[src/rtl/uart_rx_fifo_pkg.sv]
// Shared UART widths and FIFO operation encoding used by the receive-side byte buffer.
package uart_rx_fifo_pkg;

    localparam int UART_DATA_W = 8;
    localparam int FIFO_ADDR_W = 4;

    typedef enum logic [1:0] {
        OP_IDLE = 2'b00,
        OP_PUSH = 2'b01,
        OP_POP  = 2'b10,
        OP_BOTH = 2'b11
    } fifo_op_e;

    function automatic fifo_op_e fifo_op(input logic push, input logic pop);
        return fifo_op_e'({pop, push});
    endfunction

endpackage

[src/rtl/uart_fifo_mem.sv]
// 2**ADDR_W x DATA_W register array with one synchronous write port and one
// synchronous read port; contents are deliberately not reset.
module uart_fifo_mem
    import uart_rx_fifo_pkg::*;
#(
    parameter int DATA_W = UART_DATA_W,
    parameter int ADDR_W = FIFO_ADDR_W
) (
    input  logic              clk,
    input  logic              we,
    input  logic [ADDR_W-1:0] waddr,
    input  logic [DATA_W-1:0] wdata,
    input  logic              re,
    input  logic [ADDR_W-1:0] raddr,
    output logic [DATA_W-1:0] rdata
);

    logic [DATA_W-1:0] mem_q [2**ADDR_W];
    logic [DATA_W-1:0] rdata_q;

    // Write and read ports; a same-address write/read returns the old entry.
    always_ff @(posedge clk) begin
        if (we) begin
            mem_q[waddr] <= wdata;
        end
        if (re) begin
            rdata_q <= mem_q[raddr];
        end
    end

    assign rdata = rdata_q;

endmodule

[src/rtl/uart_rx_fifo.sv]
// Receive-side circular byte FIFO: accepts bytes from the UART receiver, acks each
// with rxuld, and delivers them to the host on rden with one-cycle read latency.
module uart_rx_fifo
    import uart_rx_fifo_pkg::*;
#(
    parameter int DATA_W = UART_DATA_W,
    parameter int ADDR_W = FIFO_ADDR_W
) (
    input  logic              rxclk,
    input  logic              reset,
    input  logic [DATA_W-1:0] rxrcvd,
    input  logic              rxdv,
    output logic              rxuld,
    input  logic              rden,
    output logic [DATA_W-1:0] rdata,
    output logic              rvalid,
    output logic              empty,
    output logic              full,
    output logic [ADDR_W:0]   count,
    output logic              ovf,
    input  logic              ovfclr
);

    localparam int PTR_W = ADDR_W + 1;

    logic [PTR_W-1:0]  wptr_q, wptr_d;
    logic [PTR_W-1:0]  rptr_q, rptr_d;
    logic [PTR_W-1:0]  count_q, count_d;
    logic              empty_q, empty_d;
    logic              full_q, full_d;
    logic              rxuld_q, rxuld_d;
    logic              rvalid_q, rvalid_d;
    logic              ovf_q, ovf_d;
    logic              rd_any_q, rd_any_d;
    logic              push_ok, pop_ok;
    fifo_op_e          op;
    logic [DATA_W-1:0] mem_rdata;

    uart_fifo_mem #(
        .DATA_W (DATA_W),
        .ADDR_W (ADDR_W)
    ) u_mem (
        .clk   (rxclk),
        .we    (push_ok),
        .waddr (wptr_q[ADDR_W-1:0]),
        .wdata (rxrcvd),
        .re    (pop_ok),
        .raddr (rptr_q[ADDR_W-1:0]),
        .rdata (mem_rdata)
    );

    // Next-state for pointers, occupancy flags, handshakes and sticky overflow.
    always_comb begin
        pop_ok  = rden && !empty_q;
        // A full FIFO still takes a byte when a pop frees a slot in the same cycle.
        push_ok = rxdv && (!full_q || pop_ok);
        op      = fifo_op(push_ok, pop_ok);

        if (push_ok) begin
            wptr_d = wptr_q + PTR_W'(1);
        end else begin
            wptr_d = wptr_q;
        end

        if (pop_ok) begin
            rptr_d = rptr_q + PTR_W'(1);
        end else begin
            rptr_d = rptr_q;
        end

        case (op)
            OP_PUSH: count_d = count_q + PTR_W'(1);
            OP_POP:  count_d = count_q - PTR_W'(1);
            default: count_d = count_q;
        endcase

        empty_d  = (wptr_d == rptr_d);
        full_d   = (wptr_d[ADDR_W-1:0] == rptr_d[ADDR_W-1:0]) &&
                   (wptr_d[ADDR_W] != rptr_d[ADDR_W]);
        rxuld_d  = rxdv;
        rvalid_d = pop_ok;
        rd_any_d = rd_any_q || pop_ok;

        if (rxdv && !push_ok) begin
            ovf_d = 1'b1;
        end else if (ovfclr) begin
            ovf_d = 1'b0;
        end else begin
            ovf_d = ovf_q;
        end
    end

    // State registers, all cleared asynchronously by reset.
    always_ff @(posedge rxclk or posedge reset) begin
        if (reset) begin
            wptr_q   <= {PTR_W{1'b0}};
            rptr_q   <= {PTR_W{1'b0}};
            count_q  <= {PTR_W{1'b0}};
            empty_q  <= 1'b1;
            full_q   <= 1'b0;
            rxuld_q  <= 1'b0;
            rvalid_q <= 1'b0;
            ovf_q    <= 1'b0;
            rd_any_q <= 1'b0;
        end else begin
            wptr_q   <= wptr_d;
            rptr_q   <= rptr_d;
            count_q  <= count_d;
            empty_q  <= empty_d;
            full_q   <= full_d;
            rxuld_q  <= rxuld_d;
            rvalid_q <= rvalid_d;
            ovf_q    <= ovf_d;
            rd_any_q <= rd_any_d;
        end
    end

    // The memory read register has no reset, so rdata reads zero until the first pop.
    always_comb begin
        if (rd_any_q) begin
            rdata = mem_rdata;
        end else begin
            rdata = {DATA_W{1'b0}};
        end
    end

    assign rxuld  = rxuld_q;
    assign rvalid = rvalid_q;
    assign empty  = empty_q;
    assign full   = full_q;
    assign count  = count_q;
    assign ovf    = ovf_q;

endmodule

[config.mk]
export PLATFORM = sky130hd
export DESIGN_NAME = uart_rx_fifo
export DESIGN_NICKNAME = d
export VERILOG_FILES = /design/src/rtl/uart_rx_fifo_pkg.sv /design/src/rtl/uart_fifo_mem.sv /design/src/rtl/uart_rx_fifo.sv
export SDC_FILE = /design/constraint.sdc
export NUM_CORES = 1
export LEC_CHECK = 0
export BUFFER_PORTS_ARGS = -buffer_cell sky130_fd_sc_hd__buf_2
export CAP_MARGIN = 15
export CORE_AREA = 10 10 131 133
export DETAILED_ROUTE_END_ITERATION = 7
export DIE_AREA = 0 0 141 143
export PLACE_DENSITY_LB_ADDON = 0.1
export SETUP_SLACK_MARGIN = 0.05
export SYNTH_ARGS = -nofsm -noshare
export SYNTH_HDL_FRONTEND = slang
export SYNTH_HIERARCHICAL = 1
export SYNTH_SLANG_ARGS = --single-unit
[constraint.sdc]
create_clock -name rxclk -period 2.9 [get_ports rxclk]
set_input_delay 0 -clock rxclk [delete_from_list [all_inputs] [get_ports rxclk]]
set_output_delay 0 -clock rxclk [all_outputs]
set_load 0.05 [all_outputs]
After elaboration in Yosys (flattened, before gate mapping)
Memories as Yosys holds them, arrays and structs flattened. A register that Yosys moved wholly into a read port is not among the register bits.
Cells that the tools add are included.
{"block": "totals", "out_inout_bits": 18, "word_cells": 38, "ramBits": 128, "regBits": 21, "n_memories": 1, "input_bits": 13}
{"block": "op_classes", "n_addsub": 4, "eq_ne": 5, "n_reduce_logical": 11, "muxes": 8}
{"name": "u_mem.mem_q", "depth": 16, "word_bits": 8, "read_ports": 1, "rd_ports_with_merged_regs": 1, "write_ports": 1, "line_no": "uart_fifo_mem.sv:18", "source": "logic [DATA_W-1:0] mem_q [2**ADDR_W];"}
{"op": "5-bit by 1-bit adder with 5-bit output (second input constant)", "count": 3}
{"op": "5-bit 2-to-1 mux", "count": 2}
{"op": "5-bit case mux with 2 select lines", "count": 1}
{"op": "8-bit 2-to-1 mux", "count": 1}
{"op": "5-bit == test", "count": 1}
{"op": "5-bit by 1-bit subtractor with 5-bit output (second input constant)", "count": 1}
{"op": "4-bit == test", "count": 1}
{"op": "1-bit logical AND", "count": 4}
{"op": "1-bit 2-to-1 mux", "count": 4}
{"op": "2-bit nonzero test", "count": 2}
{"op": "1-bit logical NOT", "count": 3}
{"op": "2-bit by 1-bit == test with 1-bit output (second input constant)", "count": 1}
{"op": "2-bit == test (second input constant)", "count": 1}
{"op": "1-bit logical OR", "count": 2}
{"op": "1-bit inequality test", "count": 1}

Logic depth before layout (Yosys ltp)
Gate-level depths: netlist (run 1).
{"block": "logic_depth", "ltp_word": 7, "ltp_mapped": 13, "ltp_nobuf": 11}

Hierarchy
The synthesis (run 1) kept the hierarchy.
{"module": "uart_fifo_mem", "n_inst": 1, "cells_each": 229, "area_per_inst_um2": 5227.5, "seq_area_each_um2": 4083.9}
{"module": "uart_rx_fifo", "n_inst": 1, "cells_each": 109, "area_per_inst_um2": 1176.1, "seq_area_each_um2": 526.8}

Least setup slack after synthesis (run 1)
Ideal clock, no wire load.
{"block": "synth_path", "path_kind": "register to register", "startpoint": "register empty_q (netlist: empty)", "endpoint": "register count_q[4] (netlist: count[4])", "t_arrival_ps": 2748, "period_less_slack_ps": 2829, "stages_incl_launch_ff": 14, "path_buffers": 2, "setup_time_ps": 82, "setup_slack_ps": 71, "t_required_ps": 2818, "cell_sequence": "dfstp_2 > nand2b_4 > buf_6 > clkinv_4 > o21ai_2 > ha_1 > clkbuf_1 > xor2_1 > ha_1 > o21a_1 > o21ai_0 > nand3b_1 > a21oi_1 > xor2_1"}
{"block": "synth_via", "elab_chain_cells": 6, "word_cells_on_any_way": 8, "classes_between": "eq/ne: 2; mux: 1; reduce/logical: 5"}
{"element": "start, declared", "line_no": "uart_rx_fifo.sv:29", "source": "logic empty_q, empty_d;"}
{"element": "start signal, assigned", "line_no": "uart_rx_fifo.sv:109", "source": "empty_q <= empty_d;"}
{"element": "1-bit logical NOT (*)", "line_no": "uart_rx_fifo.sv:54", "source": "pop_ok = rden && !empty_q;"}
{"element": "1-bit logical AND (*)", "line_no": "uart_rx_fifo.sv:54"}
{"element": "via pop_ok", "line_no": "uart_rx_fifo.sv:35", "source": "logic push_ok, pop_ok;"}
{"element": "1-bit logical OR", "line_no": "uart_rx_fifo.sv:56", "source": "push_ok = rxdv && (!full_q || pop_ok);"}
{"element": "1-bit logical AND", "line_no": "uart_rx_fifo.sv:56"}
{"element": "2-bit == test or 2-bit by 1-bit == test with 1-bit output (tied branches)", "line_no": "uart_rx_fifo.sv:71", "source": "case (op)"}
{"element": "5-bit case mux with 2 select lines or 2-bit nonzero test (tied branches)"}
{"element": "end signal, assigned", "line_no": "uart_rx_fifo.sv:98", "source": "count_q <= {PTR_W{1'b0}};"}
{"element": "end signal, assigned", "line_no": "uart_rx_fifo.sv:108", "source": "count_q <= count_d;"}
{"element": "end, declared", "line_no": "uart_rx_fifo.sv:28", "source": "logic [PTR_W-1:0] count_q, count_d;"}
Mark *: on every way through the listed nets, which the timed path passes. The rest lies on a longest branch.
A chain may end at the register's enable or synchronous reset.

Worst setup path in the final report (run 1)
Ends and elaborated chain as after synthesis.

==> flow_metrics.tcl, run 1 <==
set metrics [dict create \
    clk_pin_slew_ns 0.06 \
    end_kind "flop" \
    cts_buffer_depth 2 \
    firstDrtPassIters 4 \
    wl_per_cell_um 21.6 \
    root_buffer "clkbuf_16" \
    syn_nets 357 \
    synthTopCellsByArea "edfxtp_1, dfrtp_1, mux4_2" \
    dp.final_hpwl_mm 8.14 \
    grtUsageMet2_pct 20.6 \
    vdd_drop_max_mv 0.437 \
    multi_input_area_um2 1660 \
    max_slew_margin_pct 44.7 \
    vias 3265 \
    met3_usage_pct 3.85 \
    crit_arrival_ns 2.85 \
    cts_buffers 17 \
    setup.worst_path.start "empty$_DFF_PP1_" \
    yosysWarningCount 6 \
    critical_path_required_ns 3.24 \
    die_h_um 143 \
    grtUsageMet1_pct 18.4 \
    synthTopCellsByCount "edfxtp_1, dfrtp_1, mux4_2, a22oi_1, nand2_1" \
    cp_max_fo 19 \
    cts_sinks 157 \
    antenna_found_initial 0 \
    p_leak_nw 2.71 \
    grt_setup_unrepaired "no" \
    status "finished clean" \
    setup_viol 0 \
    synth_top_cell_area_share_pct 63.8 \
    gp_congestion 0.747 \
    rr_startpoint "empty$_DFF_PP1_" \
    post-place-ws_ns 0.389 \
    dp.cells 561 \
    r2r_slack_ns 0.39 \
    nets 428 \
    cts_htree_levels 4 \
    syn_area_per_cell_um2 18.9 \
    grt_usage_pct 13.7 \
    clock_latency_ns 0.42 \
    r2r_cells 10 \
    synth-edff-count 136 \
    powerDensity_nw_per_um2 1050 \
    start_kind "flop" \
    report.final.hold_viol_count 0 \
    synth_top_cell_by_area "edfxtp_1" \
    ant_nets 0 \
    criticalPathCategory "flop to flop" \
    vias_per_cell 5.39 \
    die_w_um 141 \
    netlist_instances 338 \
    cp-endpoint "count[4]$_DFFE_PP0P_" \
    busiest_layer "met2" \
    start_util_pct 44.4 \
    fin_worst_skew_ns 0.00755 \
    io_pins 31 \
    synth_flop_cell "edfxtp_1" \
    io_buffers 30 \
    max_slew.worst_pin.slew_ns 0.828 \
    r2r-end "count[4]$_DFFE_PP0P_" \
    synth_seq_cells 157 \
    async_flop_share_pct 13.4 \
    grt_max_degree 27 \
    synth_cell_types 46 \
    setup_tns_ns 0 \
    fin_crit_sh_pct 86.7 \
    row_count 44 \
    route.final.wire_length_mm 13.1 \
    dr.first_iter.drc_count 249 \
    fmax_ghz 0.398 \
    fin_crit_ns 2.51 \
    fin_ws_ns 0.387 \
    synth.cell_area_um2 6400 \
    design.die.area_um2 20200 \
    cts_resized 0 \
    hp-class "input port to asynchronous set/reset pin" \
    fillers 1175 \
    ys_seq_area_share_pct 72.0 \
    post-route-util_pct 52.5 \
    drive_above_1_share_pct 26.3 \
    cts_tree "yes" \
    synth.most_common_cell "edfxtp_1" \
    grt_pass1_wl_mm 20.4 \
    grt_remaining_overflow 0 \
    antenna-diode-count 0 \
    drc 0 \
    drv_slew 0 \
    regArea_um2 4610 \
    syn_to_final_growth_pct 18.3 \
    core_area_um2 14400 \
    fin_cells 606 \
    drv_cap 0 \
    first_global_vias 3359 \
]
state kept, by name, indices dropped and copies added, names as in the netlist:
register     count
rptr_q           5
full             1
u_mem/mem_q    128
rvalid           1
wptr_q           5
count            5
rxuld            1
rd_any_q         1
empty            1
u_mem/rdata      8
ovf              1
stage by stage:
step	cell area, um^2	hold slack, ns	total power, mW
global route	7580	0.364	8.40
global placement	6860	0.177	5.81
CTS	7580	0.311	8.06
detailed placement	6860	0.185	5.84
floorplan	6400	-0.0242	5.08
finish	7580	0.289	7.97
final cells by class:
cell class,instances,share of cell area [%]
Tap cell,184,3.04
Sequential cell,157,60.9
Inverter,7,0.413
Clock buffer,18,5.66
Multi-Input combinational cell,161,21.9
Timing Repair Buffer,65,6.04
Clock inverter,14,2.11
how the worst min path moves through the flow:
stage | slack, ns | startpoint | to
detailed placement | 0.18 | ovfclr | ovf$_DFFE_PP0P_
finish | 0.29 | reset | rptr_q[2]$_DFF_PP0_
CTS | 0.31 | reset | rxuld$_DFF_PP0_
floorplan | -0.02 | reset | count[0]$_DFFE_PP0P_
global route | 0.36 | rxdv | rxuld$_DFF_PP0_
global placement | 0.18 | ovfclr | ovf$_DFFE_PP0P_
power by group:
| part | leakage, nW | internal [mW] | switching, mW |
|---|---|---|---|
| combinational | 0.936 | 1.05 | 1.58 |
| clock | 0.285 | 1.28 | 0.909 |
| sequential | 1.48 | 2.89 | 0.254 |
routing by layer:
metal	vias up	share of wire [%]	wire (um)
met5	-	0	0
met2	59	47	6120
li1	1497	-	-
met4	0	1.5	201
met3	18	3.8	497
met1	1691	48	6280
cells in the final DEF (no fill, tap or decap), drive strengths merged, types with 2 or more instances in the layout:
cell type    netlist  final
edfxtp           136    136
buf                8     52
mux4              32     32
dfrtp             20     20
clkbuf             2     18
a22oi             17     17
nand2             16     16
nor2              14     14
dlygate4sd3        0     13
xor2              12     12
inv                6     10
and2               9      9
xnor2              7      7
clkinv             1      7
ha                 6      6
nand2b             5      5
a21oi              4      4
nor3               4      4
o21ai              4      4
o211ai             4      4
nand3b             3      3
nand4              3      3
nand3              2      2
a31oi              2      2
nor2b              2      2
and3               2      2
a2111oi            2      2
clkinvlp           0      2
bufinv             0      2
kinds of logic after synthesis:
family | after synthesis | share of synthesized area, %
flip-flops | 157 | 72.0
adder cells (fa/ha/maj) | 6 | 1.17
XOR/XNOR | 20 | 2.95
buffers and inverters | 20 | 2.13
AND/OR/NAND/NOR | 65 | 5.35
multiplexers | 33 | 12.3
AO/OA/AOI/OAI | 37 | 4.14
worst max-delay path, stage by stage, from the launching register on:
cell      delay (ns)
dfstp_2         0.52
nand2b_4        0.18
clkinv_4        0.17
o21ai_2         0.27
ha_1            0.23
xor2_1          0.16
ha_1            0.21
a31oi_1         0.08
or2_2           0.27
a21oi_1         0.17
xor2_1          0.16
repair_timing:
item                                   CTS  global route
hold buffers                            13             0
endpoints found under the hold margin  157             0
setup buffers                            0             0
No activity file was read; power rests on OpenSTA's default activity.
==> inputs of run 2 (changes only) <==
==> constraint.sdc (replaced) <==
create_clock -name rxclk -period 2.3 [get_ports rxclk]
set_input_delay 0 -clock rxclk [delete_from_list [all_inputs] [get_ports rxclk]]
set_output_delay 0 -clock rxclk [all_outputs]
set_load 0.05 [all_outputs]
==> flow_metrics.tcl, run 2 (synthesized netlist as in run 1, its figures left out) <==
set metrics [dict create \
    status "finished clean" \
    drc 0 \
    cts_sinks 157 \
    core_area_um2 14400 \
    fin_ws_ns 0.113 \
    fin_crit_sh_pct 95.1 \
    start_kind "flop" \
    clk_pin_slew_ns 0.06 \
    ant_nets 0 \
    fin_crit_ns 2.19 \
    critical_path_required_ns 2.61 \
    cp_max_fo 8 \
    grt_max_degree 37 \
    drive_above_1_share_pct 28.6 \
    regMostFlops "u_mem/mem_q" \
    post-place-ws_ns -0.00790 \
    report.final.hold_viol_count 0 \
    powerDensity_nw_per_um2 1330 \
    cts_tree "yes" \
    dr.first_iter.drc_count 224 \
    nets 434 \
    largest_reg_flops 128 \
    design.die.area_um2 20200 \
    first_global_vias 3446 \
    die_w_um 141 \
    cts_buffer_depth 2 \
    io_pins 31 \
    fmax_ghz 0.457 \
    criticalPathCategory "flop to flop" \
    firstDrtPassIters 4 \
    wl_per_cell_um 21.2 \
    grt_pass1_wl_mm 19.8 \
    syn_to_final_growth_pct 20.3 \
    max_slew.worst_pin.slew_ns 0.933 \
    p_leak_nw 2.73 \
    worstPathCellList "nand2b_4 > buf_4 > a31oi_1 > and3_1 > or4_4 > a2111oi_2" \
    final_cell_mix "edfxtp_1, buf_2, buf_4" \
    vias_per_cell 5.38 \
    antenna_found_initial 0 \
    gp_congestion 0.771 \
    setup_viol 0 \
    slowest_stage "or4_4" \
    crit_arrival_ns 2.50 \
    die_h_um 143 \
    vdd_drop_max_mv 0.537 \
    start_util_pct 44.4 \
    max_slew_margin_pct 37.6 \
    layout_commonest_cell "edfxtp_1" \
    route.final.wire_length_mm 13.0 \
    dp.final_hpwl_mm 8.24 \
    antenna-diode-count 0 \
    whs_ns 0.299 \
    drv_slew 0 \
    grt_usage_pct 13.4 \
    max_stage_delay_ns 0.54 \
    fillers 1155 \
    cts_htree_levels 4 \
    row_count 44 \
    cts_buffers 17 \
    vias 3286 \
    root_buffer "clkbuf_16" \
    drv_cap 0 \
    fin_worst_skew_ns 0.00765 \
    clock_latency_ns 0.42 \
    io_buffers 30 \
    grt_remaining_overflow 0 \
    grt_setup_unrepaired "yes" \
    r2r_cells 6 \
    end_kind "flop" \
    r2r_slack_ns 0.11 \
    hp-class "input port to asynchronous set/reset pin" \
]
[run 2: cell types whose count changed in the layout (fill, tap and decap cells not counted), sizes merged]
cell and delta:
bufinv +1, inv -4, buf +6, clkinv +1
clkbuf +1
[run 2: power breakdown]
group	total (mW)	internal [mW]	switching, mW
sequential	3.88	3.65	0.230
combinational	3.62	1.47	2.16
clock	2.74	1.69	1.06
total	10.2	6.81	3.44
[run 2: per-layer routing]
metal	up-vias	GRT usage, %	wire, um
met3	18	3.45	901
li1	1506	-	-
met5	-	0	0
met1	1667	15.8	5030
met2	95	22.6	6760
met4	0	6.20	276
[run 2: area by class of cell]
type,count,area [um^2],share of cell area (%)
Clock inverter,12,148,1.92
Clock buffer,19,433,5.62
Inverter,7,38.8,0.503
Timing Repair Buffer,71,515,6.69
Tap cell,184,230,2.99
Multi-Input combinational cell,161,1730,22.4
Sequential cell,157,4610,59.9
[run 2: stage by stage]
stage	power (mW)	utilization, %	TNS, ns	std cells	instance area [um^2]
after floorplan	6.47	-	-0.773	338	6450
after global placement	7.42	47.8	0	560	6900
after detailed placement	7.47	47.8	-0.00790	560	6900
after CTS	10.3	52.9	0	604	7630
after global routing	10.8	53.4	0	611	7700
final	10.2	53.4	0	611	7700
[run 2: critical path: cells and delay by family, from the launching register on]
kind	cells	cell delay (ns)
DFF	1	0.53
buffers and inverters	1	0.17
and+or+nand+nor	3	0.92
AOI/OAI and AO/OA	2	0.47
[run 2: timing repair]
item                       4_1_cts  5_1_grt
setup endpoints to repair        2       35
resized for setup                3        6
setup buffers                    0        7
hold buffers                    13        0
pin swaps                        0        5
hold endpoints to repair       156        0
[run 2: worst paths after layout]
path	from	to
worst min register to register	count[4]$_DFFE_PP0P_	count[4]$_DFFE_PP0P_
worst min-delay path	reset	full$_DFF_PP0_
worst max register to register	empty$_DFF_PP1_	empty$_DFF_PP1_
min in group rxclk	rxdv	rxuld$_DFF_PP0_
worst max-delay path	empty$_DFF_PP1_	empty$_DFF_PP1_
max in group asynchronous	reset	rptr_q[0]$_DFF_PP0_
==> inputs of run 3 (changes only) <==
--- a/config.mk
+++ b/config.mk
@@ -7,9 +7,11 @@
 export LEC_CHECK = 0
 export BUFFER_PORTS_ARGS = -buffer_cell sky130_fd_sc_hd__buf_2
 export CAP_MARGIN = 15
-export CORE_AREA = 10 10 131 133
+export CELL_PAD_IN_SITES_DETAIL_PLACEMENT = 0
+export CELL_PAD_IN_SITES_GLOBAL_PLACEMENT = 1
+export CORE_AREA = 10 10 127 129
 export DETAILED_ROUTE_END_ITERATION = 7
-export DIE_AREA = 0 0 141 143
+export DIE_AREA = 0 0 137 139
 export PLACE_DENSITY_LB_ADDON = 0.1
 export SETUP_SLACK_MARGIN = 0.05
 export SYNTH_ARGS = -nofsm -noshare
==> flow_metrics.tcl, run 3 (synthesized netlist as in run 1, its figures left out) <==
set metrics [dict create \
    layout_commonest_cell "edfxtp_1" \
    setup_viol 0 \
    critical_path_required_ns 2.60 \
    regMostFlops "u_mem/mem_q" \
    grt_remaining_overflow 0 \
    drv_cap 0 \
    max_slew_margin_pct 35.8 \
    r2r_cells 7 \
    cp_max_fo 5 \
    first_global_vias 3393 \
    route.final.wire_length_mm 12.5 \
    firstDrtPassIters 4 \
    design.die.area_um2 19000 \
    cts_buffers 17 \
    fillers 1082 \
    start_util_pct 46.9 \
    fin_crit_ns 2.21 \
    die_h_um 139 \
    cp-endpoint "full$_DFF_PP0_" \
    powerDensity_nw_per_um2 1310 \
    io_pins 31 \
    status "finished clean" \
    multi_input_area_um2 1730 \
    r2r-end "full$_DFF_PP0_" \
    grt_setup_unrepaired "yes" \
    max_slew.worst_pin.slew_ns 0.960 \
    setup.worst_path.start "empty$_DFF_PP1_" \
    finalPower_mw 9.99 \
    fmax_ghz 0.453 \
    end_kind "flop" \
    vias_per_cell 5.44 \
    fin_crit_sh_pct 95.9 \
    nets 431 \
    cts_sinks 157 \
    die_w_um 137 \
    finalInstanceArea_um2 7630 \
    fin_worst_skew_ns 0.00837 \
    final_cell_mix "edfxtp_1, buf_2, buf_4" \
    ant_nets 0 \
    hp-class "input port to asynchronous set/reset pin" \
    drv_slew 0 \
    dr.first_iter.drc_count 209 \
    core_area_um2 13700 \
    placed_cell_area_um2 6880 \
    largest_reg_flops 128 \
    gp_congestion 0.762 \
    drive_above_1_share_pct 28.0 \
    antenna-diode-count 0 \
    clock_latency_ns 0.42 \
    dp.final_hpwl_mm 8.02 \
    p_leak_nw 2.70 \
    report.final.hold_viol_count 0 \
    grt_usage_pct 13.8 \
    cts_buffer_depth 2 \
    antenna_found_initial 0 \
    io_buffers 30 \
    syn_to_final_growth_pct 19.1 \
    vdd_drop_max_mv 0.556 \
    clk_pin_slew_ns 0.06 \
    cts_tree "yes" \
    r2r_slack_ns 0.09 \
    drc 0 \
    row_count 43 \
    regArea_um2 4610 \
    wl_per_cell_um 20.6 \
    grt_pass1_wl_mm 19.7 \
    root_buffer "clkbuf_16" \
    crit_arrival_ns 2.50 \
    criticalPathCategory "flop to flop" \
    cts_htree_levels 4 \
    grt_max_degree 37 \
    start_kind "flop" \
    vias 3294 \
    rr_startpoint "empty$_DFF_PP1_" \
]
-- run 3: cell count changes in the layout (fill, tap and decap cells not counted), moves of 2 or more --
cell | previous run | this run
nor2_1 | 11 | 14
inv_6 | 0 | 3
buf_4 | 26 | 24
bufinv_16 | 3 | 1
nor2_2 | 3 | 0
-- run 3: critical path, cell delays in order (launching register included) --
cell and delay, ns:
dfstp_2 0.52, nand2b_4 0.15, clkinv_8 0.06, o21ai_4 0.23, inv_2 0.11, xnor3_1 0.21
or4_4 0.46, a2111oi_2 0.33
-- run 3: report_power, final --
| group | switching [mW] | total [mW] | internal [mW] | leakage (nW) |
|---|---|---|---|---|
| registers | 0.251 | 3.90 | 3.65 | 1.48 |
| clock network | 1.09 | 2.57 | 1.48 | 0.260 |
| logic | 2.10 | 3.52 | 1.42 | 0.955 |
-- run 3: what timing repair did --
action,in CTS,in global routing
pin swaps,1,3
setup endpoints to repair,2,4
setup buffers,0,5
gates resized for setup,1,6
hold buffers,13,0
hold endpoints to repair,153,0
-- run 3: routing by layer --
metal,track usage [%],wire length (um)
met1,19.0,5900
met2,20.6,5900
met5,0,0
met4,4.83,178
met3,3.95,470
-- run 3: metrics by stage --
| step | setup WS [ns] | std cells | hold slack (ns) | setup TNS, ns | util, % |
|---|---|---|---|---|---|
| after floorplan | -0.308 | 338 | -0.0242 | -0.773 | - |
| after global placement | 0.125 | 555 | 0.184 | 0 | 50.3 |
| after detailed placement | 0.0344 | 555 | 0.188 | 0 | 50.3 |
| after CTS | 0.0447 | 600 | 0.315 | 0 | 55.3 |
| after global routing | -0.0104 | 605 | 0.383 | -0.0179 | 55.8 |
| final | 0.0933 | 605 | 0.301 | 0 | 55.8 |
-- run 3: worst min-delay path by stage --
stage / from / to / slack (ns)
final: reset / count[0]$_DFFE_PP0P_ / 0.30
after global routing: reset / count[0]$_DFFE_PP0P_ / 0.38
after CTS: reset / wptr_q[0]$_DFF_PP0_ / 0.32
after detailed placement: ovfclr / ovf$_DFFE_PP0P_ / 0.19
after global placement: ovfclr / ovf$_DFFE_PP0P_ / 0.18
after floorplan: reset / count[0]$_DFFE_PP0P_ / -0.02
-- run 3: layout make-up --
| cell class | count | share of cell area, % |
|---|---|---|
| flip-flops and latches | 157 | 60.5 |
| multi-input cells | 161 | 22.6 |
| repair buffers | 68 | 6.30 |
| clock buffers | 18 | 5.63 |
| well taps | 180 | 2.95 |
| clock inverters | 14 | 1.54 |
| inverters | 7 | 0.508 |
